$ cat config.mk
export PLATFORM = sky130hd
export DESIGN_NAME = bin_to_bcd_seq
export DESIGN_NICKNAME = d
export VERILOG_FILES = /design/src/rtl/bin_to_bcd_seq.sv
export SDC_FILE = /design/constraint.sdc
export NUM_CORES = 1
export LEC_CHECK = 0
export ABC_AREA = 1
export BUFFER_PORTS_ARGS = -buffer_cell sky130_fd_sc_hd__buf_4
export CORE_UTILIZATION = 45
export DETAILED_ROUTE_END_ITERATION = 8
export PLACE_DENSITY = 0.75
export SKIP_LAST_GASP = 1
export SLEW_MARGIN = 20
export SYNTH_ARGS = -nofsm -noshare
export SYNTH_HDL_FRONTEND = slang
export SYNTH_SLANG_ARGS = --single-unit
$ cat constraint.sdc
create_clock -name CLK -period 3.32 [get_ports CLK]
set_input_delay 0.498 -clock CLK [delete_from_list [all_inputs] [get_ports CLK]]
set_output_delay 0.498 -clock CLK [all_outputs]
set_load 0.1 [all_outputs]
$ cat src/rtl/bin_to_bcd_seq.sv
// ---------------------------------------------------------------------------
// bin_to_bcd_seq
//   Sequential binary-to-BCD converter (double-dabble), one magnitude bit per
//   clock. It sits after the ALU output selector and feeds the seven-segment
//   digit drivers.
//
// Ports
//   CLK       system clock, rising edge
//   RST       synchronous reset, active-high, priority over everything
//   START     conversion request, only looked at while idle
//   BIN       unsigned magnitude (BITS wide)
//   SIGN_IN   sign flag travelling with BIN
//   BUSY      high from the accepting edge until the return to idle
//   DONE      one-cycle pulse while BCD/SIGN_OUT carry a fresh result
//   BCD       packed result, digit 0 (units) in [3:0]
//   SIGN_OUT  SIGN_IN as captured when the conversion was accepted
// ---------------------------------------------------------------------------

// Per-digit correction: a digit >= 5 gets +3 before the shift, so the
// doubling carries correctly into the next decade. No carry leaves the digit.
module bin_to_bcd_digit (
    input  logic [3:0] din,
    output logic [3:0] dout
);
    always_comb begin
        dout = (din >= 4'd5) ? din + 4'd3 : din;
    end
endmodule

module bin_to_bcd_seq #(
    parameter int BITS   = 16,
    parameter int DIGITS = 5
) (
    input  logic                  CLK,
    input  logic                  RST,
    input  logic                  START,
    input  logic [BITS-1:0]       BIN,
    input  logic                  SIGN_IN,
    output logic                  BUSY,
    output logic                  DONE,
    output logic [4*DIGITS-1:0]   BCD,
    output logic                  SIGN_OUT
);
    localparam int AW = 4*DIGITS;
    localparam int CW = $clog2(BITS+1);

    typedef enum logic [1:0] {IDLE, CONV, FIN} state_t;

    state_t          state;
    logic [BITS-1:0] shreg;      // magnitude bits still to be shifted in
    logic [AW-1:0]   acc;        // BCD accumulator, never visible on BCD
    logic [CW-1:0]   cnt;        // iterations remaining
    logic            sign_hold;

    logic [AW-1:0]   acc_adj;
    logic [AW-1:0]   acc_shift;
    logic            unused_top;

    // Correction is applied to all digits in parallel.
    genvar g;
    generate
        for (g = 0; g < DIGITS; g++) begin : g_dig
            bin_to_bcd_digit u_dig (
                .din  (acc[4*g +: 4]),
                .dout (acc_adj[4*g +: 4])
            );
        end
    endgenerate

    // {acc, shreg} shifted left by one; the MSB of the magnitude enters the
    // units digit. The bit falling off the top digit is always 0 because
    // DIGITS is sized to hold the largest BITS-wide value.
    assign acc_shift  = {acc_adj[AW-2:0], shreg[BITS-1]};
    assign unused_top = acc_adj[AW-1];

    always_ff @(posedge CLK) begin
        if (RST) begin
            state     <= IDLE;
            shreg     <= '0;
            acc       <= '0;
            cnt       <= '0;
            sign_hold <= 1'b0;
            BUSY      <= 1'b0;
            DONE      <= 1'b0;
            BCD       <= '0;
            SIGN_OUT  <= 1'b0;
        end else begin
            case (state)
                IDLE: begin
                    DONE <= 1'b0;
                    if (START) begin
                        shreg     <= BIN;
                        sign_hold <= SIGN_IN;
                        acc       <= '0;
                        cnt       <= CW'(BITS);
                        BUSY      <= 1'b1;
                        state     <= CONV;
                    end
                end
                CONV: begin
                    acc   <= acc_shift;
                    shreg <= shreg << 1;
                    cnt   <= cnt - 1'b1;
                    // Last iteration: publish the post-shift accumulator.
                    if (cnt == CW'(1)) begin
                        BCD      <= acc_shift;
                        SIGN_OUT <= sign_hold;
                        DONE     <= 1'b1;
                        state    <= FIN;
                    end
                end
                FIN: begin
                    // START is ignored here; the next request is taken in IDLE.
                    DONE  <= 1'b0;
                    BUSY  <= 1'b0;
                    state <= IDLE;
                end
                default: begin
                    DONE  <= 1'b0;
                    BUSY  <= 1'b0;
                    state <= IDLE;
                end
            endcase
        end
    end
endmodule

==> results.md <==
* Status: completed
* Num CTS Buffers at 9
* Starting Density at 47.9%
* Clk_lat worst skew at 0.35 ns
* CP max stage cell: nand3_2
* Hold path depth at 3
* Final Total Pwr at 1.73 mW
* Crit path setup slack, layout at 1.40 ns
* Share of cells above drive strength 1 at 14.4%
* Leakage at 1.65 nW
* Total gr overflow at 0
* Placer congestion estimate at 0.804
* Worst path max stage delay at 0.43 ns
* Critical-path maximum fanout at 22
* Simple-gate share of the synthesized area at 28.9%
* Seq cells post-synth at 67
* Top-area cell type share of the netlist area at 43.2%
* Least-Margin Pin Slew at 0.639 ns
* DR iter-0 viols at 167
* Post-Syn Instances at 435
* Rows at 29
* Multi-input logic area at 0.00147 mm2
* Hold Path Class: input pin to flop
* Post-Layout Cell Count at 555
* Synth area leaders: dfxtp_1 (43%), nand2_1 (14%), nor2_1 (7.4%), inv_1 (5.7%), o21ai_0 (5.0%)
* Number of global-route vias before repair at 2575
* Mapped cell area at 0.00311 mm2
* Maximum vdd drop at 0.227 mV
* Sink Count at 67
* Final Hold Viols at 0
* Min Tclk post-route at 1.92 ns
* Post-CTS Resized at 0
* Die width at 85.1 um
* Setup bufs post-CTS at 0
* P per Cell Area at 481 mW/mm2
* Sequential-to-total area share from yosys stat at 43.2%
* Register area at 0.00134 mm2
* Slew Limit Fails at 0
* Syn avg cell area at 7.14 um2
* Die Ht at 85.1 um
* Root buffer cell: clkbuf_8
* ANT nets after route at 0
* Die Area at 0.00724 mm2
* Clk buf depth at 2
* Class of the most critical setup path: flop to flop
* Vias/cell at 4.99
* Yosys warns at 0
* Cell taking the most area after synthesis: dfxtp_1
* Cts hold-fix bufs at 0
* Crit path top cell by count: inv_2
* FILL cells at 616
* Unrepaired setup endpoints after global routing: false
* R2r worst-path depth at 7
* IO buf count at 42
* Clock-pin slew on the worst setup and hold paths at 0.07 ns
* Routed WL at 6700 um
* Initial antenna violation count at 0
* H-tree Lvls at 3
* Core area at 0.00649 mm2
* WP buf/inv at 3
* Setup crit start kind: flop
* Mux cell area share after synthesis at 0%
* Post-DP HPWL at 4690 um
* Xor/xnor share of the synthesized area at 0%
* Critical Path AT at 2.17 ns
* Compound-Gate Fraction of Synth Area at 13.6%
* Largest family of logic cells by synthesized area: simple AND/OR/NAND/NOR gates
* Pin count of the biggest net entering global routing at 23
* Crit path cell chain: inv_2 -> nor2_8 -> nand3_2 -> inv_2 -> nand3_1 -> nand2_1 -> inv_1
* IO Count at 43
* Pre-Repair DR Iteration Count at 6
* Worst slack, placed at 1.26 ns
* Setup TNS at 0 ns
* Endpoints failing setup at 0
* Wirelength per Cell at 12.1 um
* CP required at 3.56 ns
* Crit path depth at 7
* Global Route Usage Sum at 20.0%
* Period utilisation layout at 57.9%
* Residual DRC count at 0
* Synth Area in Adders at 4.83%
* Synth Net Count at 467
* Worst slew margin at 57.3%
* CP endpoint kind: flop
* ANT cells at 0
* Netlist cell types at 26
* TritonCTS clock tree: built
* Total Nets Final at 506
* Layout area overhead at 15.5%
* F_max at 0.520 GHz
* Hold slack at 0.382 ns
* Skew final at 0.0120 ns
* First-pass GRT wire length at 11500 um
* Placed Cells at 540
* Crit-path leading delay family: simple AND/OR/NAND/NOR gates
* Max_cap viols at 0
* Vias after detailed routing at 2771
-- power by group --
group / switching (mW) / internal (mW) / leakage (nW) / total (mW)
clock network: 0.297 / 0.282 / 0.0839 / 0.580
logic: 0.193 / 0.0756 / 1.02 / 0.268
registers: 0.0285 / 0.851 / 0.545 / 0.879
total: 0.518 / 1.21 / 1.65 / 1.73
-- synth_stat cells, drive strengths merged --
library cell and number:
nor3b 1, o22ai 3, clkbuf 3, a31oi 1, nand3 24, buf 11, inv 52, nand2 123
nand4 4, dfxtp 67, a21oi 15, nor2 63, o21ai 39, a21boi 4, o31ai 13, ha 12
-- logic make-up (layout without fill, tap and decap cells) --
group / after synthesis / in the layout
buffers and inverters: 66 / 109
AND/OR/NAND/NOR: 215 / 215
flip-flops: 67 / 67
AO/OA/AOI/OAI: 75 / 75
adder cells (fa/ha/maj): 12 / 12
-- cells in the final DEF, fill, tap and decap left out, drive strengths merged, types with 3 or more instances in the layout --
cell and count:
o31ai 13, nand3 24, o21ai 39, nor2 63, o22ai 3, ha 12, dfxtp 67, inv 52
nand2 123, a21boi 4, clkinv 3, nand4 4, a21oi 15, clkbuf 10, buf 42
-- final timing paths --
| check | start | end | slack, ns |
|---|---|---|---|
| worst max-delay path | state[0] | BCD[4] | 1.40 |
| worst min-delay path | BIN[0] | shreg[0] | 0.38 |
| worst max register to register | state[0] | BCD[4] | 1.40 |
| worst min register to register | shreg[0] | shreg[0] | 0.46 |
-- registers in the layout, summed over array words and instances (netlist names) --
name / count
shreg: 16
cnt: 5
sign_hold: 1
SIGN_OUT: 1
BUSY: 1
state: 2
DONE: 1
acc: 20
BCD: 20
-- stage by stage --
step | util [%] | cell area [um2]
CTS | 55.2 | 3590
global route | 55.2 | 3590
detailed placement | 52.7 | 3420
floorplan | - | 3110
finish | 55.2 | 3590
global placement | 52.7 | 3420
-- cell type report --
class	count	area share, %
clock inverter	5	0.837
sequential	67	37.4
inverter	52	5.44
clock buffer	10	3.84
timing repair buffer	42	8.79
multi-input combinational	302	41.0
tap	77	2.68
-- worst min-delay path: stages --
cell	delay, ns
buf_4	0.08
nand3_1	0.06
nand2_1	0.07
-- metal layers --
metal  track usage [%]  vias to the layer above  part of all wire (%)
li1                  -                     1465                     -
met1              25.8                     1231                    48
met2              31.8                       66                    45
met3              5.16                        9                   5.8
met4              8.17                        0                   1.4
met5                 0                        -                     0
No activity file was read; power rests on OpenSTA's default activity.
